## config.mk

```make
export PLATFORM = sky130hd
export DESIGN_NAME = primitive_sequencer
export DESIGN_NICKNAME = d
export VERILOG_FILES = /design/src/rtl/primitive_sequencer.sv
export SDC_FILE = /design/constraint.sdc
export NUM_CORES = 1
export LEC_CHECK = 0
export CELL_PAD_IN_SITES_DETAIL_PLACEMENT = 1
export CELL_PAD_IN_SITES_GLOBAL_PLACEMENT = 1
export CORE_MARGIN = 5
export CORE_UTILIZATION = 31
export DETAILED_ROUTE_END_ITERATION = 7
export PLACE_DENSITY_LB_ADDON = 0.1
export SLEW_MARGIN = 20
export SYNTH_ARGS = -nofsm -noshare
export SYNTH_HDL_FRONTEND = slang
export SYNTH_SLANG_ARGS = --single-unit
```

## constraint.sdc

```tcl
create_clock -name clk_i -period 1.88 [get_ports clk_i]
set_input_delay 0.282 -clock clk_i [delete_from_list [all_inputs] [get_ports clk_i]]
set_output_delay 0.282 -clock clk_i [all_outputs]
set_load 0.03 [all_outputs]
```

## src/rtl/primitive_sequencer.sv

```systemverilog
// Frame sequencer: fetches each primitive from vertex memory, then runs shader, projection and rasterizer via start/done handshakes.
// Starts are registered one-cycle pulses; a done is honoured from the cycle after its start, and watchdogs bound every wait.
module primitive_sequencer #(
    parameter int VERTS     = 3,
    parameter int COORD_W   = 32,
    parameter int ADDR_W    = 12,
    parameter int MEM_LAT   = 1,
    parameter int MAX_PRIMS = 1024,
    parameter int TIMEOUT   = 65535
) (
    input  logic                           clk_i,
    input  logic                           rst_ni,
    input  logic                           frame_start_i,
    input  logic                           continuous_i,
    input  logic                           vsync_i,
    output logic [ADDR_W-1:0]              mem_addr_o,
    input  logic [3*COORD_W-1:0]           mem_q_i,
    output logic                           clr_start_o,
    input  logic                           clr_done_i,
    output logic                           sh_start_o,
    input  logic                           sh_done_i,
    output logic                           xf_start_o,
    input  logic                           xf_done_i,
    output logic [3*COORD_W-1:0]           xf_in_o,
    input  logic [3*COORD_W-1:0]           xf_out_i,
    output logic                           rs_start_o,
    input  logic                           rs_done_i,
    output logic [VERTS*3*COORD_W-1:0]     verts_o,
    output logic                           busy_o,
    output logic                           frame_done_o,
    output logic [ADDR_W-1:0]              prim_count_o,
    output logic                           timeout_err_o
);
    localparam int W3  = 3 * COORD_W;
    localparam int VW  = VERTS * W3;
    localparam int FCW = $clog2(VERTS + MEM_LAT);
    localparam int KW  = $clog2(VERTS);
    localparam int PW  = $clog2(MAX_PRIMS + 1);
    localparam int WDW = $clog2(TIMEOUT + 1);

    localparam logic [2:0] S_IDLE    = 3'd0;
    localparam logic [2:0] S_CLEAR   = 3'd1;
    localparam logic [2:0] S_FETCH   = 3'd2;
    localparam logic [2:0] S_SHADE   = 3'd3;
    localparam logic [2:0] S_XFORM   = 3'd4;
    localparam logic [2:0] S_RASTER  = 3'd5;
    localparam logic [2:0] S_NEXT    = 3'd6;
    localparam logic [2:0] S_WAIT_VS = 3'd7;

    logic [2:0]        state_q, state_d;
    logic [ADDR_W-1:0] base_q, base_d;
    logic [PW-1:0]     pidx_q, pidx_d;
    logic [ADDR_W-1:0] cnt_q, cnt_d;
    logic              inc_q, inc_d;
    logic [FCW-1:0]    fcnt_q, fcnt_d;
    logic [KW-1:0]     xk_q, xk_d;
    logic [WDW-1:0]    wd_q, wd_d;
    logic [ADDR_W-1:0] mem_addr_q, mem_addr_d;
    logic [VW-1:0]     verts_q, verts_d;
    logic [ADDR_W-1:0] prim_count_q, prim_count_d;
    logic              terr_q, terr_d;
    logic              clr_start_q, clr_start_d;
    logic              sh_start_q, sh_start_d;
    logic              xf_start_q, xf_start_d;
    logic              rs_start_q, rs_start_d;
    logic              fdone_q, fdone_d;
    logic              vs_q;
    logic              wd_hit, new_frame, eof, to_fetch;

    always_comb begin
        state_d      = state_q;
        base_d       = base_q;
        pidx_d       = pidx_q;
        cnt_d        = cnt_q;
        inc_d        = inc_q;
        fcnt_d       = fcnt_q;
        xk_d         = xk_q;
        wd_d         = wd_q + WDW'(1);
        mem_addr_d   = mem_addr_q;
        verts_d      = verts_q;
        prim_count_d = prim_count_q;
        terr_d       = terr_q;
        clr_start_d  = 1'b0;
        sh_start_d   = 1'b0;
        xf_start_d   = 1'b0;
        rs_start_d   = 1'b0;
        fdone_d      = 1'b0;
        new_frame    = 1'b0;
        eof          = 1'b0;
        to_fetch     = 1'b0;
        wd_hit       = (wd_q == WDW'(TIMEOUT - 1));

        case (state_q)
            S_IDLE: begin
                if (frame_start_i) begin
                    new_frame = 1'b1;
                    terr_d    = 1'b0;
                end
            end
            S_CLEAR: begin
                if (clr_done_i && !clr_start_q) begin
                    to_fetch = 1'b1;
                end else if (wd_hit) begin
                    terr_d  = 1'b1;
                    inc_d   = 1'b0;
                    state_d = S_NEXT;
                end
            end
            S_FETCH: begin
                fcnt_d = fcnt_q + FCW'(1);
                if (fcnt_q < FCW'(VERTS - 1)) mem_addr_d = mem_addr_q + ADDR_W'(1);
                for (int v = 0; v < VERTS; v++) begin
                    if (fcnt_q == FCW'(v + MEM_LAT)) verts_d[v*W3 +: W3] = mem_q_i;
                end
                // Sentinel is judged on vertex 0 only; later addresses already issued are harmless.
                if (fcnt_q == FCW'(MEM_LAT) && (&mem_q_i[W3-1 -: COORD_W])) begin
                    eof        = 1'b1;
                    mem_addr_d = mem_addr_q;
                end else if (fcnt_q == FCW'(VERTS + MEM_LAT - 1)) begin
                    state_d    = S_SHADE;
                    sh_start_d = 1'b1;
                    wd_d       = '0;
                end
            end
            S_SHADE: begin
                if (sh_done_i && !sh_start_q) begin
                    state_d    = S_XFORM;
                    xk_d       = '0;
                    xf_start_d = 1'b1;
                    wd_d       = '0;
                end else if (wd_hit) begin
                    terr_d  = 1'b1;
                    inc_d   = 1'b0;
                    state_d = S_NEXT;
                end
            end
            S_XFORM: begin
                if (xf_done_i && !xf_start_q) begin
                    for (int v = 0; v < VERTS; v++) begin
                        if (xk_q == KW'(v)) verts_d[v*W3 +: W3] = xf_out_i;
                    end
                    wd_d = '0;
                    if (xk_q == KW'(VERTS - 1)) begin
                        state_d    = S_RASTER;
                        rs_start_d = 1'b1;
                    end else begin
                        xk_d       = xk_q + KW'(1);
                        xf_start_d = 1'b1;
                    end
                end else if (wd_hit) begin
                    terr_d  = 1'b1;
                    inc_d   = 1'b0;
                    state_d = S_NEXT;
                end
            end
            S_RASTER: begin
                // A stalled rasterizer still counts: the primitive was handed over.
                if (rs_done_i && !rs_start_q) begin
                    inc_d   = 1'b1;
                    state_d = S_NEXT;
                end else if (wd_hit) begin
                    terr_d  = 1'b1;
                    inc_d   = 1'b1;
                    state_d = S_NEXT;
                end
            end
            S_NEXT: begin
                base_d = base_q + ADDR_W'(VERTS);
                pidx_d = pidx_q + PW'(1);
                cnt_d  = cnt_q + ADDR_W'(inc_q);
                if (pidx_d == PW'(MAX_PRIMS)) eof = 1'b1;
                else                          to_fetch = 1'b1;
            end
            S_WAIT_VS: begin
                if (!continuous_i)            state_d = S_IDLE;
                else if (vs_q && !vsync_i)    new_frame = 1'b1;
            end
            default: state_d = S_IDLE;
        endcase

        if (to_fetch) begin
            state_d    = S_FETCH;
            fcnt_d     = '0;
            mem_addr_d = base_d;
        end
        if (new_frame) begin
            state_d     = S_CLEAR;
            base_d      = '0;
            pidx_d      = '0;
            cnt_d       = '0;
            clr_start_d = 1'b1;
            wd_d        = '0;
        end
        if (eof) begin
            prim_count_d = cnt_d;
            fdone_d      = 1'b1;
            state_d      = continuous_i ? S_WAIT_VS : S_IDLE;
        end
    end

    always_ff @(posedge clk_i or negedge rst_ni) begin
        if (!rst_ni) begin
            state_q      <= S_IDLE;
            base_q       <= '0;
            pidx_q       <= '0;
            cnt_q        <= '0;
            inc_q        <= 1'b0;
            fcnt_q       <= '0;
            xk_q         <= '0;
            wd_q         <= '0;
            mem_addr_q   <= '0;
            verts_q      <= '0;
            prim_count_q <= '0;
            terr_q       <= 1'b0;
            clr_start_q  <= 1'b0;
            sh_start_q   <= 1'b0;
            xf_start_q   <= 1'b0;
            rs_start_q   <= 1'b0;
            fdone_q      <= 1'b0;
            vs_q         <= 1'b1;
        end else begin
            state_q      <= state_d;
            base_q       <= base_d;
            pidx_q       <= pidx_d;
            cnt_q        <= cnt_d;
            inc_q        <= inc_d;
            fcnt_q       <= fcnt_d;
            xk_q         <= xk_d;
            wd_q         <= wd_d;
            mem_addr_q   <= mem_addr_d;
            verts_q      <= verts_d;
            prim_count_q <= prim_count_d;
            terr_q       <= terr_d;
            clr_start_q  <= clr_start_d;
            sh_start_q   <= sh_start_d;
            xf_start_q   <= xf_start_d;
            rs_start_q   <= rs_start_d;
            fdone_q      <= fdone_d;
            vs_q         <= vsync_i;
        end
    end

    always_comb begin
        xf_in_o = '0;
        for (int v = 0; v < VERTS; v++) begin
            if (xk_q == KW'(v)) xf_in_o = verts_q[v*W3 +: W3];
        end
    end

    assign mem_addr_o    = mem_addr_q;
    assign clr_start_o   = clr_start_q;
    assign sh_start_o    = sh_start_q;
    assign xf_start_o    = xf_start_q;
    assign rs_start_o    = rs_start_q;
    assign verts_o       = verts_q;
    assign busy_o        = (state_q != S_IDLE);
    assign frame_done_o  = fdone_q;
    assign prim_count_o  = prim_count_q;
    assign timeout_err_o = terr_q;

endmodule

```

# --- Yosys cells after proc, flatten, opt, wreduce, memory -nomap -nowiden ---
# Cells that the tools add are included.
totals:
  regBits: 378
  latchBits: 0
  ramBits: 0
  romBits: 0
  word_cells: 177
  memories: 0
op_classes:
  add_sub_neg: 7
  multipliers: 0
  div_mod_pow: 0
  n_lt_le_gt_ge: 1
  eq_ne: 35
  n_shift: 0
  mux: 83
  bitwise_logic: 0
  n_reduce_logical: 31
op_table:
  columns: ["operator", "n"]
  rows:
  - ["$mux 96", 9]
  - ["$pmux 288 s2", 1]
  - ["$mux 288", 1]
  - ["$mux 12", 8]
  - ["$mux 16", 5]
  - ["$pmux 16 s3", 1]
  - ["$mux 3", 13]
  - ["$reduce_and 32->1", 1]
  - ["$mux 1", 30]
  - ["$ne 2x2->1 const B", 15]
  - ["$mux 11", 2]
  - ["$ne 5x5->1 const B", 4]
  - ["$pmux 3 s6", 1]
  - ["$add 16x1->16 const B", 1]
  - ["$eq 16x16->1 const B", 1]
  - ["$reduce_and 4->1", 4]
  - ["$add 12x1->12", 1]
  - ["$add 12x1->12 const B", 1]
  - ["$add 12x2->12 const B", 1]
  - ["$eq 3x3->1 const B", 4]
  - ["$reduce_and 6->1", 2]
  - ["$add 11x1->11 const B", 1]
  - ["$eq 11x11->1 const B", 1]
  - ["$mux 2", 5]
  - ["other kinds (23)", 44]

# --- Longest topological paths before layout ---
# Gate-level depths: netlist of the first run.
depth:
  ltp_word: 7
  depth_mapped: 9
  depth_no_buf: 8

# --- Least setup slack after synthesis of the first run ---
# OpenSTA, ideal clock, no wires.
synth_timing:
  path_type: "flip-flop to output port"
  startpoint: "register xk_q[1]"
  endpoint: "output port xf_in_o[44]"
  t_arrival_ps: 2340
  path_slack_ps: -742
  path_stages_with_launch: 10
  path_buffers: 4
  path_cell_list: "dfrtp_1 > inv_1 > ha_1 > clkbuf_1 > nor2b_1 > clkbuf_1 > clkbuf_1 > buf_1 > a22oi_1 > o21ai_0"
synth_between:
  elab_chain_cells: 4
synth_lines:
  columns: ["element", "line_no", "source"]
  rows:
  - ["start: declaration", "56", "logic [KW-1:0] xk_q, xk_d;"]
  - ["start signal: assignment", "228", "xk_q <= xk_d;"]
  - ["$logic_not 2->1", "246", "if (xk_q == KW'(v)) xf_in_o = verts_q[v*W3 +: W3];"]
  - ["$mux 96 (2 in a row)", "246", null]
  - ["$mux 96 *", "246", null]
  - ["end: declaration", "24", "output logic [3*COORD_W-1:0] xf_in_o,"]
# Mark *: on every way between the ends. The rest lies on a longest branch, timed or not.

# --- Final worst setup path of the first run ---
layout_timing:
  startpoint: "register xk_q[0]"
  endpoint: "output port xf_in_o[74]"
# Same word-level chain as after synthesis.

==> qor.txt, run 1 <==
Status = complete, but fails checks
Failing checks = setup timing
CP endpoint kind = primary output
WP data arrival = 2.27 ns
Worst setup margin = -0.6691 ns
Final slew viol count = 0
Critical path endpoint = xf_in_o[74]
Num CTS Buffers = 45
Cell Count Post-Placement = 3382
Net Sw Power = 36.12 mW
Synth warn = 0
Highest ir drop seen on vdd = 1.398 mV
Area Overhead vs Synth = 86.31%
Register bit total from synthesis = 378
R2R depth = 10
DP Area = 27240 sq um
EDFF count, synth = 0
Final instance area = 32990 sq um
Skew-Pair Late Insertion Delay = 0.58 ns
Sw Ratio = 48.38%
Layout fillers = 5952
Crit. Startpoint = xk_q[0]
Pwr dens = 2263 nW/um^2
CTS tree = built
FFs w/ async S/R, synth = 100.0%
DR vias = 19350
R2R setup slack = -0.27 ns
Clock Power Share = 12.3%
Post-DP HPWL = 63.48 mm
Fin crit period = 2.549 ns
Flop pwr share = 21.2%
Yosys cell types = 63
Multi-input gate area = 9479 sq um
PortBufs = 615
Chip Height = 249.0 um
RSZ-0062 raised after global routing = true
DRT antenna net count = 0
Crit-path max FO = 9
Total GRT Usage = 28.26%
Final hold violations = 0
Worst slew pin tran = 0.5297 ns
DRT Pass-1 Iters = 5
Ratio of cells with drive above 1 in the final layout = 33.23%
Startpoint types = flop
Leakage power = 13.76 nW
DRC errors left = 0
Mean Syn Cell Area = 9.455 sq um
Sum Neg Setup Slack = -129.96 ns
Vias in the first global route = 20350
Initial drt markers = 1131
Cell Area, Synth = 17710 sq um
Slew headroom = 64.61%
R2r endpoint = verts_o[246]
GR Overflow Total = 0
Clk_skew = 0.01485 ns
Max Freq = 392.3 MHz
Total power draw = 74.67 mW
Nets = 3033
Clock Path Buffers = 3
DR vias/cell = 5.358
Comb pwr share = 66.5%
Period Utilization, post-route = 135.6%
Pint = 38.55 mW
Die width = 249.0 um
First-pass GRT wire length = 135.9 mm
Ant. Diodes = 0
Core Area = 56500 sq um
DR WL/cell = 27.22 um
Initial antenna violation count = 2
Largest net degree at the start of global routing = 58
Reg2Reg Launch Point = xk_q[1]
CTS Root Cell = clkbuf_16
Dpl ws = -0.7829 ns
Worst Path Class, Setup = flop to primary output
Num Clock Sinks = 378
Final std cells w/o fill = 3612
Htree depth = 2
Synth Instances = 1873
I/O Pins = 616
GPL Wtd Cong = 0.8928
Synthesized Nets = 2087
Die Area = 62010 sq um
Share of the yosys chip area belonging to registers = 53.42%
Final setup vio count = 713
Sequential cell area = 9460 sq um
Max Cap Viol = 0
WL final = 98.32 mm
Top FF cell, synth = dfrtp_1
Starting Density = 31.35%
Data required time of the worst path = 1.60 ns
Row cnt = 87
Clock-pin slew on the worst setup and hold paths = 0.07 ns
Hold Crit Class = primary input to async pin
==> logic make-up (layout without fill, tap and decap cells) <==
group	after synthesis	after routing	synth area share, %
simple gates	621	622	15.13
compound gates	549	550	17.53
buf+inv	149	1130	3.850
flops	378	378	53.42
xor+xnor	46	46	2.275
fa+ha+maj	13	13	0.9185
mux	117	117	6.874
==> registers in the layout, summed over array words and instances, names as in the netlist <==
name	flops
rs_start_o	1
pidx_q	11
inc_q	1
base_q	12
timeout_err_o	1
xf_start_o	1
sh_start_o	1
fcnt_q	2
clr_start_o	1
frame_done_o	1
vs_q	1
wd_q	16
state_q	3
verts_o	288
cnt_q	12
mem_addr_o	12
xk_q	2
prim_count_o	12
==> area by class of cell <==
cell class,instances,area share [%]
Timing Repair Buffer,1032,34.92
Sequential cell,378,28.67
Tap cell,756,2.867
Multi-Input combinational cell,1348,28.73
Inverter,14,0.1593
Clock buffer,68,4.168
Clock inverter,16,0.4816
==> power groups by stage <==
stage	combinational (mW)	sequential, mW	clock, mW
2_1_floorplan	16.6	20.9	0
3_3_place_gp	41.3	15.3	0
3_5_place_dp	41.9	15.5	0
4_1_cts	46.3	15.4	9.30
5_1_grt	51.6	16.2	9.71
6_report	49.7	15.8	9.16
==> layout by cell type, fill, tap and decap left out, types with 6 or more instances in the layout <==
master and n:
inv_1 11, or3_1 6, nor2b_1 8, clkbuf_8 12
clkbuf_16 72, a21oi_4 6, dfrtp_1 377, ha_1 8
nand3_1 33, nor2_4 45, o21ai_0 22, nor2_2 18
a22oi_2 27, xor2_1 31, mux2i_4 20, nand4_1 29
a22oi_1 70, clkinv_2 12, and3_1 14, mux2i_2 6
o21ai_2 82, xnor2_1 13, mux2_4 12, mux2i_1 78
buf_6 117, buf_8 13, o21ai_4 14, clkbuf_1 9
nor2_1 284, buf_4 259, a21oi_1 223, nand2_1 135
dlygate4sd2_1 26, buf_16 36, a21oi_2 76, clkdlybuf4s50_1 490
buf_12 63
==> critical path, cell delays in order, from the launching register on <==
cell and delay [ns]:
dfrtp_1 0.40, buf_6 0.13, ha_4 0.16, nor2b_4 0.18, buf_6 0.19, buf_12 0.16
a22oi_2 0.07, o21ai_2 0.22, buf_6 0.17
==> worst min path at each step <==
stage / startpoint / endpoint / slack [ns] / depth (start not counted)
global route: rst_ni / verts_o[259] / 0.20 / 2
finish: rst_ni / verts_o[259] / 0.17 / 2
global placement: rst_ni / verts_o[259] / 0.21 / 1
CTS: rst_ni / wd_q[0] / 0.20 / 2
detailed placement: rst_ni / verts_o[259] / 0.21 / 1
floorplan: rst_ni / base_q[0] / -0.01 / 0
==> Yosys cell counts, drive strengths merged, types with 2 or more instances <==
library cell,number,area (sq um)
a311o,2,20.02
dfrtp,377,9434
nand3,34,170.2
nor2b,10,62.56
and3,16,101.4
inv,14,52.55
nor3b,2,15.01
mux2i,104,1041
xnor2,14,122.6
or3,6,37.54
xor2,32,280.3
a21oi,305,1526
and4,4,37.54
nor2,347,1303
nor3,5,25.02
ha,13,162.7
or2,2,12.51
a21o,3,30.02
nor4,5,37.53
and2,6,40.04
nand4,30,193.9
o21a,2,15.01
o211ai,5,37.54
o21bai,2,15.01
o31ai,2,15.01
o22ai,4,31.28
nand2b,4,27.53
o21ai,119,595.6
nand2,140,525.5
or4,3,26.27
a22oi,97,728.2
clkbuf,50,188.9
nand4b,2,17.52
buf,85,440.4
mux2,13,176.4
o41ai,2,25.03
==> per-layer routing <==
layer / global-route usage [%] / share of wire [%] / vias up
li1: - / - / 8496
met5: 0 / 0.013 / -
met4: 8.968 / 3.8 / 2
met1: 34.57 / 40 / 10050
met2: 50.53 / 51 / 630
met3: 5.335 / 5.5 / 173
==> what timing repair did <==
action                                  CTS  global route
endpoints found under the setup margin  761           751
pin swaps                                24            25
endpoints found under the hold margin   146             0
hold buffers                              1             0
gates resized for setup                 246           289
buffers inserted                         50            43
cloned                                   32            30
==> per-stage QoR <==
| stage | util [%] | hold WS (ns) |
|---|---|---|
| 3_3_place_gp | 48.22 | 0.2066 |
| 2_1_floorplan | - | -0.01359 |
| 3_5_place_dp | 48.22 | 0.2072 |
| 4_1_cts | 54.63 | 0.1960 |
| 5_1_grt | 58.40 | 0.1979 |
| 6_report | 58.40 | 0.1726 |
Power figures use the tool's default switching activity.
==> run 2: changes to the inputs <==
Settings changed: CELL_PAD_IN_SITES_DETAIL_PLACEMENT 1 to default, CELL_PAD_IN_SITES_GLOBAL_PLACEMENT 1 to default, CORE_AREA from default to 5 5 234 236, CORE_MARGIN 5 to default, CORE_UTILIZATION 31 to default, DIE_AREA from default to 0 0 239 241.
==> run 2 against run 1 <==
The flow still finishes with violations (setup timing). Clock-buffer cell count decreased by 7. Clock skew decreased by 0.0061 ns. Critical path depth decreased by 1. Non-clock buffer count decreased by 54. Total power decreased by 1.3%. Critical path type unchanged. Highest routed layer is now met4.
==> qor.txt, run 2 (synthesis gave the netlist of run 1 again) <==
WL final = 84.00 mm (-15%)
First-pass GRT wire length = 116.9 mm (-14%)
Initial drt markers = 979 (-13%)
Clock-pin slew on the worst setup and hold paths = 0.06 ns (about the same)
Num Clock Sinks = 378 (unchanged)
DRT Pass-1 Iters = 5 (unchanged)
Top cell by count, worst path = buf_12
Vias in the first global route = 18400 (-9.6%)
Final setup vio count = 371 (-48%)
CP endpoint kind = primary output
RSZ-0062 raised after global routing = true
Most common cell after layout, fill and taps aside = dfrtp_1
Most frequent cells in the layout = 377 x dfrtp_1, 276 x nor2_1, 227 x a21oi_2, 200 x buf_4, 199 x clkdlybuf4s50_1
Post-DP HPWL = 57.82 mm (-8.9%)
Ant. Diodes = 0 (unchanged)
CP max stage cell = dfrtp_1
Fin crit period = 2.517 ns (-0.03216 ns)
Row cnt = 84 (-3.4%)
CTS tree = built
DR WL/cell = 24.15 um (-11%)
Die width = 239 um (-4.0%)
Worst slew pin tran = 0.5487 ns (+0.01905 ns)
Clock Path Buffers = 3 (unchanged)
Total GRT Usage = 26.36% (-1.9 points)
PortBufs = 615 (unchanged)
Worst Path Class, Setup = flop to primary output
Period Utilization, post-route = 133.9% (-1.7 points)
DR vias/cell = 5.294 (-1.2%)
Data required time of the worst path = 1.60 ns (about the same)
Max reg flops = 288 (unchanged)
Slew headroom = 63.14% (-1.5 points)
GR Util met1 = 33.18% (-1.4 points)
DRT antenna net count = 0 (unchanged)
Largest net degree at the start of global routing = 47 (-19%)
Max Freq = 397.3 MHz (+1.3%)
Total power draw = 73.74 mW (-1.3%)
GR Overflow Total = 0 (unchanged)
Skew-Pair Late Insertion Delay = 0.56 ns (-0.02 ns)
Htree depth = 2 (unchanged)
WP data arrival = 2.23 ns (-0.04 ns)
Core Area = 52240 sq um (-7.5%)
Cell Chain, Critical Path = inv_2 > ha_4 > buf_6 > buf_12 > a22oi_2 > o21ai_2 > buf_12
Chip Height = 241 um (-3.2%)
Crit-path max FO = 22 (+13)
Layout fillers = 4146 (-30%)
Starting Density = 33.90% (+2.6 points)
Final slew viol count = 0 (unchanged)
Final instance area = 33880 sq um (+2.7%)
DRC errors left = 0 (unchanged)
DP Area = 27470 sq um (+0.84%)
Highest ir drop seen on vdd = 1.236 mV (-12%)
Gr busiest metal = met2
CTS Root Cell = clkbuf_16
Met3 Use GR = 5.794% (+0.46 points)
I/O Pins = 616 (unchanged)
Area Overhead vs Synth = 91.29%
Die Area = 57600 sq um (-7.1%)
Initial antenna violation count = 0 (-2)
Dpl ws = -0.7671 ns (+0.01582 ns)
Status = complete, but fails checks
Pwr dens = 2177 nW/um^2 (-3.8%)
Failing checks = setup timing
Leakage power = 15.15 nW (+10%)
Worst setup margin = -0.6369 ns (+0.03216 ns)
GPL Wtd Cong = 0.8643 (-3.2%)
Final design utilization = 64.85% (+6.5 points)
Clk_skew = 0.008782 ns (-0.006065 ns)
DR vias = 18420 (-4.8%)
Max Cap Viol = 0 (unchanged)
Startpoint types = flop
M2 GR Usage = 45.48% (-5.0 points)
Ratio of cells with drive above 1 in the final layout = 40.95% (+7.7 points)
CP peak stage delay = 0.39 ns (about the same)
Sum Neg Setup Slack = -77.04 ns (+52.92 ns)
Final hold violations = 0 (unchanged)
Hold Crit Class = primary input to async pin
Num CTS Buffers = 44 (-2.2%)
Nets = 2976 (-1.9%)
run 2: cell types whose count changed in the layout (fill, tap and decap cells not counted), moves of 22 or more:
cell / previous run / this run
clkdlybuf4s50_1: 490 / 199
dlymetal6s2s_1: 1 / 170
a21oi_2: 76 / 227
a21oi_1: 223 / 77
dlygate4sd2_1: 26 / 146
buf_4: 259 / 200
mux2i_1: 78 / 25
mux2i_4: 20 / 64
a22oi_1: 70 / 38
a22oi_2: 27 / 59
nor2_2: 18 / 40
run 2: path summary, 6_finish.rpt:
| kind | slack, ns | endpoint | cells past startpoint | startpoint |
|---|---|---|---|---|
| max | -0.64 | xf_in_o[31] | 7 | xk_q[1] |
| min | 0.22 | verts_o[234] | 2 | rst_ni |
| max reg2reg | -0.32 | mem_addr_o[11] | 9 | pidx_q[0] |
| min reg2reg | 0.51 | prim_count_o[1] | 1 | prim_count_o[1] |
| max in group asynchronous | 0.86 | verts_o[146] | 4 | rst_ni |
| min in group clk_i | 0.24 | vs_q | 1 | vsync_i |
run 2: metrics by stage:
step / std cells / hold slack (ns)
floorplan: 1873 / -0.01359
global placement: 3328 / 0.2209
detailed placement: 3328 / 0.2298
CTS: 3479 / 0.1999
global route: 3479 / 0.2195
finish: 3479 / 0.2199
run 2: repair_timing:
item                       CTS  global route
gates resized for setup    427           687
gates cloned                26            17
pin swaps                   59           168
setup buffers               52            27
hold buffers                 1             0
setup endpoints to repair  753           621
hold endpoints to repair    31             0
run 2: critical path: cells and delay by family (launching register included):
kind / cells / cell delay (ns)
flip-flops: 1 / 0.39
adder cells (fa/ha/maj): 1 / 0.17
AO/OA/AOI/OAI: 2 / 0.40
buffers and inverters: 4 / 0.70
run 2: final cells by class:
cell class	count	area, sq um	area share (%)
clock buffers	61	1296	3.826
clock inverters	14	120.1	0.3546
inverters	14	52.55	0.1551
multi-input cells	1346	10780	31.81
flip-flops and latches	378	9460	27.93
well taps	688	860.8	2.541
repair buffers	978	11310	33.39
run 2: metal layers:
layer / part of all wire [%] / vias up
li1: - / 8362
met1: 39 / 9291
met2: 51 / 625
met3: 6.8 / 140
met4: 3.4 / 0
met5: 0 / -
run 2: power breakdown:
part | leakage (nW) | switching [mW] | internal [mW] | total, mW
Sequential | 4.45 | 3.61 | 11.8 | 15.4
Clock | 0.715 | 3.44 | 5.05 | 8.49
Combinational | 9.98 | 28.5 | 21.3 | 49.8
==> run 3: changes to the inputs <==
Settings changed: TNS_END_PERCENT from default to 10.
==> run 3 against run 2 <==
Maximum frequency decreased by 3.4%. Highest routed layer unchanged. Critical path depth grew 2. Register-to-register slack improved by 0.03 ns. Critical endpoint is now xf_in_o[92]. The flow still finishes with violations (setup timing). Clock power fell by 0.6%. Die area stayed put. Sequential power hardly changed. Global-route usage down 0.38 points.
==> qor.txt, run 3 (synthesis gave the netlist of run 1 again) <==
Status = complete, but fails checks
Failing checks = setup timing
Vias in the first global route = 17660 (-4.0%)
First-pass GRT wire length = 115.3 mm (-1.4%)
Net Sw Power = 33.31 mW (-6.3%)
Worst Path Class, Setup = flop to primary output
Skew-Pair Late Insertion Delay = 0.57 ns (about the same)
Pint = 35.43 mW (-7.2%)
DR vias/cell = 5.186 (-2.0%)
Worst setup margin = -0.7268 ns (-0.08992 ns)
CTS Root Cell = clkbuf_16
Startpoint types = flop
GPL Wtd Cong = 0.9718 (+12%)
PortBufs = 615 (unchanged)
Multi-input gate area = 8850 sq um (-18%)
Pwr dens = 2244 nW/um^2 (+3.1%)
Most common cell after layout, fill and taps aside = dfrtp_1
Final hold slack = 0.2193 ns (-0.0006280 ns)
DRT antenna net count = 0 (unchanged)
DR WL/cell = 23.56 um (-2.4%)
Die width = 239 um (unchanged)
Final setup vio count = 429 (+16%)
Period Utilization, post-route = 138.7% (+4.8 points)
Slew headroom = 59.19% (-3.9 points)
Num CTS Buffers = 44 (unchanged)
Hold Crit Class = primary input to async pin
GR Overflow Total = 0 (unchanged)
Crit-path max FO = 5 (-77%)
RSZ-0062 raised after global routing = true
Initial drt markers = 932 (-4.8%)
Row cnt = 84 (unchanged)
Starting Density = 33.90% (unchanged)
CP max stage cell = dfrtp_1
Num Clock Sinks = 378 (unchanged)
Clock Path Buffers = 3 (unchanged)
Worst path top cell family by delay = buffers and inverters
Clk_skew = 0.01563 ns (+0.006847 ns)
Clock Power Share = 12.3% (+0.8 points)
Data required time of the worst path = 1.60 ns (about the same)
Leakage power = 15.07 nW (-0.53%)
Core Area = 52240 sq um (unchanged)
CP peak stage delay = 0.40 ns (about the same)
Max reg flops = 288 (unchanged)
Dpl ws = -0.8233 ns (-0.05624 ns)
Final slew viol count = 0 (unchanged)
Sw Ratio = 48.46% (+0.25 points)
Max Freq = 383.6 MHz (-3.4%)
Critical path buffers and inverters = 5 (+1)
Nets = 2899 (-2.6%)
Most frequent cells in the layout = 377 x dfrtp_1, 340 x nor2_1, 295 x dlymetal6s2s_1, 292 x a21oi_1, 205 x buf_4
CTS tree = built
Initial antenna violation count = 0 (unchanged)
DRT Pass-1 Iters = 5 (unchanged)
Worst slew pin tran = 0.6121 ns (+0.06339 ns)
Max Cap Viol = 0 (unchanged)
Comb pwr share = 65.4% (-2.2 points)
Flop pwr share = 22.3% (+1.4 points)
Total GRT Usage = 25.98% (-0.38 points)
Sequential cell area = 9460 sq um (unchanged)
Clock-pin slew on the worst setup and hold paths = 0.06 ns (about the same)
DRC errors left = 0 (unchanged)
Post-DP HPWL = 60.01 mm (+3.8%)
DR vias = 17660 (-4.1%)
CP endpoint kind = primary output
Area Overhead vs Synth = 73.00%
WL final = 80.23 mm (-4.5%)
Final hold violations = 0 (unchanged)
I/O Pins = 616 (unchanged)
Htree depth = 2 (unchanged)
WP data arrival = 2.32 ns (+0.09 ns)
Layout fillers = 4511 (+8.8%)
Chip Height = 241 um (unchanged)
Cell Chain, Critical Path = buf_6 > ha_4 > nor2b_4 > buf_12 > clkbuf_16 > buf_12 > a22oi_1 > o21ai_2 > buf_6
Ant. Diodes = 0 (unchanged)
Largest net degree at the start of global routing = 110 (+130%)
Die Area = 57600 sq um (unchanged)
Ratio of cells with drive above 1 in the final layout = 27.20% (-14 points)
Fin crit period = 2.607 ns (+0.08992 ns)
Highest ir drop seen on vdd = 1.399 mV (+13%)
## run 3: changes by cell type in the layout (fill, tap and decap cells not counted), sizes merged
cell,delta
dlymetal6s2s,+125
bufbuf,-3
clkinvlp,+2
clkdlybuf4s50,+1
dlygate4sd2,-125
clkbuf,-9
clkdlybuf4s15,+1
a31oi,+1
clkinv,-1
buf,-66
## run 3: what timing repair did
| action | in CTS | in global routing |
|---|---|---|
| endpoints found under the hold margin | 261 | 0 |
| hold buffers | 1 | 0 |
| buffers inserted | 7 | 2 |
| gates resized for setup | 212 | 434 |
| endpoints found under the setup margin | 762 | 755 |
| pin swaps | 15 | 58 |
| cloned | 4 | 7 |
## run 3: routing by layer
metal / share of wire [%] / GRT usage [%] / wire length, um
met5: 0 / 0 / 0
met4: 3.5 / 7.833 / 2794
met3: 6.1 / 5.519 / 4857
met2: 50 / 45.10 / 39790
met1: 41 / 32.84 / 32790
## run 3: through the flow
stage | TNS, ns | instance area [sq um] | power, mW | utilization, % | instances
2_1_floorplan | -4.087 | 18150 | 36.94 | - | 1873
3_3_place_gp | -149.23 | 26810 | 55.93 | 51.33 | 3309
3_5_place_dp | -143.24 | 26810 | 56.37 | 51.33 | 3309
4_1_cts | -129.68 | 29150 | 67.63 | 55.81 | 3399
5_1_grt | -136.60 | 30640 | 71.91 | 58.65 | 3405
6_report | -95.50 | 30640 | 68.75 | 58.65 | 3405
## run 3: final cells by class
class,instances,share of cell area (%)
Tap cell,688,2.810
Timing Repair Buffer,900,32.63
Sequential cell,378,30.88
Inverter,14,0.1715
Clock buffer,63,4.190
Multi-Input combinational cell,1347,28.88
Clock inverter,15,0.4370
## run 3: worst paths after layout
kind                                  start          endpoint  slack [ns]  depth (start not counted)
setup / recovery                    xk_q[0]       xf_in_o[92]       -0.73                          9
hold / removal                       rst_ni      verts_o[190]        0.22                          2
setup reg to reg                  fcnt_q[1]   prim_count_o[4]       -0.29                         10
hold reg to reg            prim_count_o[10]  prim_count_o[10]        0.51                          1
max in group asynchronous            rst_ni        verts_o[6]        0.79                          3
min in group clk_i                  vsync_i              vs_q        0.24                          1
## run 3: power groups by stage
stage | Clock (mW) | Combinational [mW] | Sequential, mW
after floorplan | 0 | 16.0 | 20.9
after global placement | 0 | 40.8 | 15.2
after detailed placement | 0 | 41.0 | 15.3
after CTS | 8.65 | 43.7 | 15.2
after global routing | 8.99 | 47.1 | 15.8
final | 8.44 | 45.0 | 15.3
## run 3: worst reg2reg max path: stages (launching register included)
cell	delay (ns)
dfrtp_1	0.39
inv_2	0.08
ha_4	0.18
nand4_1	0.10
nor4_2	0.19
buf_4	0.16
and4_4	0.29
buf_12	0.15
a31oi_4	0.04
buf_12	0.16
mux2_4	0.30
==> RTL change 1, RTL diff (config.mk and constraints of run 1) <==
Make the reset (`rst_ni`) synchronous in one clocked block.
--- a/src/rtl/primitive_sequencer.sv
+++ b/src/rtl/primitive_sequencer.sv
@@ -199,5 +199,5 @@
     end
 
-    always_ff @(posedge clk_i or negedge rst_ni) begin
+    always_ff @(posedge clk_i) begin
         if (!rst_ni) begin
             state_q      <= S_IDLE;
Function: differs if rst_ni is asserted again (counterexample within 4 cycles, from zero or initial values and one cycle with rst_ni low); with rst_ni held inactive, the same outputs for 4 cycles.
==> RTL change 1 against run 1 <==
The run still ends with negative setup slack left; core utilization increased by 0.72 points; power decreased by 40%; sequential cell count unchanged; non-clock buffer count decreased by 10; wire length decreased by 4.4%; via count increased by 4.5%; setup slack improved by 0.10 ns; synthesized area decreased by 3.2%; design area decreased by 1.5%; sequential power decreased by 29%; highest routed layer is now met4.
==> RTL change 1: results (changes against run 1) <==
[power]
swShare_pct = 43.05  ; -5.3 points
p_switching_uw = 19250  ; -47%
clock_power_uw = 8420  ; -8.1%
p_comb_share_pct = 56.2  ; -10 points
leakage_uw = 0.01206  ; -12%
vdd_drop_max_v = 0.0008460  ; -39%

[synthesis]
synthFlopType = dfxtp_1
async_flop_share_pct = 0  ; -100 points
synth_compound_area_share_pct = 21.43  ; +3.9 points
synthAdderAreaFrac_pct = 0.9484  ; +0.030 points
synth_common_cells = nor2_1 (473), dfxtp_1 (378), a211oi_1 (296)
yosys-top-cells-area = dfxtp_1 (44%), a211oi_1 (13%), nor2_1 (10%)
syn_nets = 2369  ; +14%
ys_seq_area_share_pct = 44.12  ; -9.3 points
synth_mux_area_share_pct = 5.661  ; -1.2 points
synthXorXnorAreaFrac_pct = 2.758  ; +0.48 points
synthDistinctLibCells = 60  ; -4.8%

[hold_path]
hold_class = input pin to flip-flop

[detailed_routing]
dr_wl_met3_um = 5095  ; -6.0%
wl_met1_um = 37860  ; -3.8%
drtIter0Drc = 976  ; -14%
drt-total-wl_um = 93960  ; -4.4%
vias = 20222  ; +4.5%
routed.top_layer = met4
wl_met2_um = 47690  ; -4.3%

[grt]
antenna_found_initial = 2  ; unchanged
use_met1_pct = 29.83  ; -4.7 points
globalRouteMet2Util_pct = 43.97  ; -6.6 points
grt_max_degree = 63  ; +8.6%
grt_pass1_vias = 19378  ; -4.8%
overflow = 0  ; unchanged
use_met3_pct = 5.052  ; -0.28 points
grt_pass1_wl_um = 118400  ; -13%
grtUsageTotal_pct = 24.80  ; -3.5 points

[cells_and_area]
nets = 3255  ; +7.3%
drive_above_1_share_pct = 33.17  ; -0.058 points
nFillCells = 6010  ; +0.97%

[timing]
setup_ws_ns = -0.5694  ; +0.09969 ns
clock_skew_ns = 0.01717  ; +0.002319 ns
worst_pin_slew_ns = 0.5646  ; +0.03488 ns
finalSetupTns_ns = -115.23  ; +14.73 ns
setup_viol = 730  ; +2.4%

[job]
cap_violations = 0  ; unchanged

[critical_path]
worstPathArrival_ns = 2.17  ; -0.10 ns
cp_max_fo = 8  ; -1
cp_top_family = buffers and inverters
slowest_stage = dfxtp_4
worst_path_largest_cell_delay_ns = 0.36  ; -0.04 ns

[place]
hpwlAfterDp_um = 60320  ; -5.0%
place.gp.congestion = 0.8694  ; -2.6%
io_buffers = 615  ; unchanged
place_ws_ns = -0.9404  ; -0.1575 ns
dpl_cell_area_mm2 = 0.02651  ; -2.7%

[outcome]
status = finished with violations
violations = negative setup slack

[clocking]
cts_buffer_depth = 3  ; unchanged
clk_latency_ns = 0.57
clockRootBuffer = clkbuf_16

[RTL change 1: changes by cell type in the layout (fill, tap and decap cells not counted), sizes merged, moves of 93 or more]
cell and change:
a22oi -93, nand2 +118, dfrtp -377, nor2 +126
a21oi -183, dfxtp +378, a211oi +298
[RTL change 1: cell type report]
cell class / instances / area, µm² / share of cell area (%)
clock inverters: 3 / 17.52 / 0.05389
well taps: 748 / 935.9 / 2.879
inverters: 13 / 61.31 / 0.1886
multi-input cells: 1581 / 10980 / 33.76
repair buffers: 1022 / 11570 / 35.60
flip-flops and latches: 378 / 7591 / 23.35
clock buffers: 75 / 1349 / 4.149
diodes: 2 / 5.005 / 0.01540
[RTL change 1: what timing repair did]
item,in CTS,in global routing
endpoints found under the setup margin,772,780
resized for setup,117,541
pin swaps,10,163
setup buffers,9,60
gates cloned,2,61
[RTL change 1: path summary, 6_finish.rpt]
kind	start	end	slack, ns	cells after the start
hold / removal	mem_q_i[68]	verts_o[260]$_SDFFE_PN0P_	0.28	4
hold reg to reg	timeout_err_o$_SDFFE_PN0P_	timeout_err_o$_SDFFE_PN0P_	0.48	2
setup / recovery	xk_q[0]$_SDFFE_PN0P_	xf_in_o[90]	-0.57	10
setup reg to reg	pidx_q[0]$_SDFFE_PP0P_	state_q[1]$_SDFFE_PN0P_	-0.50	9
[RTL change 1: through the flow]
stage / instances / hold slack, ns
2_1_floorplan: 2155 / 0.3835
3_3_place_gp: 3611 / 0.4486
3_5_place_dp: 3611 / 0.4537
4_1_cts: 3700 / 0.3024
5_1_grt: 3822 / 0.2998
6_report: 3822 / 0.2839
[RTL change 1: kinds of logic after synthesis]
group,Yosys count
buf+inv,196
compound gates,559
xor+xnor,54
simple gates,858
flops,378
fa+ha+maj,13
mux,97
==> RTL change 2, RTL diff (flow settings as in run 1) <==
Without the edit above. `COORD_W`: 32 -> 16.
--- a/src/rtl/primitive_sequencer.sv
+++ b/src/rtl/primitive_sequencer.sv
@@ -3,5 +3,5 @@
 module primitive_sequencer #(
     parameter int VERTS     = 3,
-    parameter int COORD_W   = 32,
+    parameter int COORD_W   = 16,
     parameter int ADDR_W    = 12,
     parameter int MEM_LAT   = 1,
Interface: changed (resized mem_q_i, verts_o, xf_in_o and xf_out_i); port bits go from 616 to 328. No check against the original RTL was run, so the function may have changed too.
==> RTL change 2 against run 1 <==
The flow still finishes with violations (negative setup slack); die area fell by 35%; design area fell by 32%; setup slack improved by 0.11 ns; wire length fell by 41%; first-iteration DRC count fell by 62%; sequential cell count fell by 144; synthesized area fell by 37%; power fell by 42%; critical endpoint is now xf_in_o[4].
==> RTL change 2: results (changes against run 1) <==
[grt]
use_met3_pct = 4.666  ; -0.67 points
grt_pass1_vias = 13053  ; -36%
grt_pass1_wl_um = 82190  ; -40%
grtUsageTotal_pct = 26.73  ; -1.5 points
globalRouteMet2Util_pct = 47.58  ; -3.0 points
use_met1_pct = 32.33  ; -2.2 points
antenna_found_initial = 3  ; +1
grt_max_degree = 61  ; +5.2%

[detailed_routing]
avgRoutedWirePerCell_um = 26.31  ; -3.3%
first_pass_iters = 4  ; -1

[outcome]
status = finished with violations
violations = negative setup slack

[synthesis]
avgSynthCellArea_um2 = 9.566  ; +1.2%
yosys-top-cells-area = dfrtp_1 (52%), nor2_1 (5.3%), mux2i_1 (5.3%)
synthDistinctLibCells = 68  ; +7.9%
ys_seq_area_share_pct = 52.33  ; -1.1 points

[timing]
clock_skew_ns = 0.01499  ; +0.0001470 ns
slew_headroom_pct = 62.33  ; -2.3 points
setup_viol = 239  ; -66%
setup_ws_ns = -0.5616  ; +0.1074 ns

[critical_path]
r2r_slack_ns = -0.32  ; -0.05 ns
worstPathArrival_ns = 2.16  ; -0.11 ns
rr_startpoint = state_q[1]$_DFFE_PN0P_
crit_end = xf_in_o[4]
reg2regPathDepth = 12  ; +2

[place]
hpwlAfterDp_um = 32270  ; -49%
dpl_cell_area_mm2 = 0.01632  ; -40%
dp.cells = 2026  ; -40%
io_buffers = 327  ; -47%
place.gp.congestion = 0.8197  ; -8.2%
place_ws_ns = -0.8015  ; -0.01857 ns

[power]
clockPowerShare_pct = 14.3  ; +2.0 points
leakage_uw = 0.009475  ; -31%
p_comb_share_pct = 64.5  ; -2.0 points
p_switching_uw = 20110  ; -44%
vdd_drop_max_v = 0.001321  ; -5.5%

[cells_and_area]
drive_above_1_share_pct = 48.19  ; +15 points
fin_cells = 2206  ; -39%

[clocking]
htree_levels = 1  ; -1

-- RTL change 2: changes by cell type after synthesis, sizes merged, moves of 7 or more --
cell    delta
a21oi    -197
a22oi     -50
buf       -45
clkbuf    -11
dfrtp    -144
mux2i     -45
nand3      -9
nor2     -188
xor2       +7
-- RTL change 2: stage by stage --
step | util, % | hold WS, ns | setup TNS, ns | total power, µW
2_1_floorplan | - | -0.01359 | -2.483 | 18640
4_1_cts | 59.29 | 0.1956 | -45.56 | 39720
5_1_grt | 62.77 | 0.1938 | -69.12 | 44640
3_3_place_gp | 45.89 | 0.2797 | -34.11 | 27520
3_5_place_dp | 45.89 | 0.2796 | -39.32 | 27880
6_report | 62.77 | 0.2029 | -54.22 | 42990
-- RTL change 2: logic make-up after synthesis --
logic type      synth area share, %
xor+xnor                      4.069
mux                           6.752
compound gates                16.04
flops                         52.33
fa+ha+maj                     1.453
simple gates                  15.73
buf+inv                       3.622
-- RTL change 2: worst max-delay path: stages (launching register included) --
cell	delay, ns
dfrtp_1	0.39
inv_2	0.12
ha_4	0.15
nor2b_4	0.15
buf_12	0.18
clkbuf_16	0.18
a22oi_2	0.06
o21ai_2	0.19
buf_6	0.17
-- RTL change 2: what timing repair did --
| item | in CTS | in global routing |
|---|---|---|
| buffers inserted | 94 | 35 |
| cloned | 49 | 9 |
| hold endpoints to repair | 51 | 0 |
| endpoints found under the setup margin | 407 | 267 |
| pin swaps | 63 | 113 |
| resized for setup | 667 | 360 |
| hold buffers | 1 | 0 |
-- RTL change 2: cell type report --
cell class                 count  area share, %
multi-input combinational    844          34.44
timing repair buffer         602          31.87
sequential                   234          26.24
clock buffer                  40          3.839
tap                          461          2.584
clock inverter                 9         0.7734
inverter                      14         0.2354
antenna                        2        0.02242
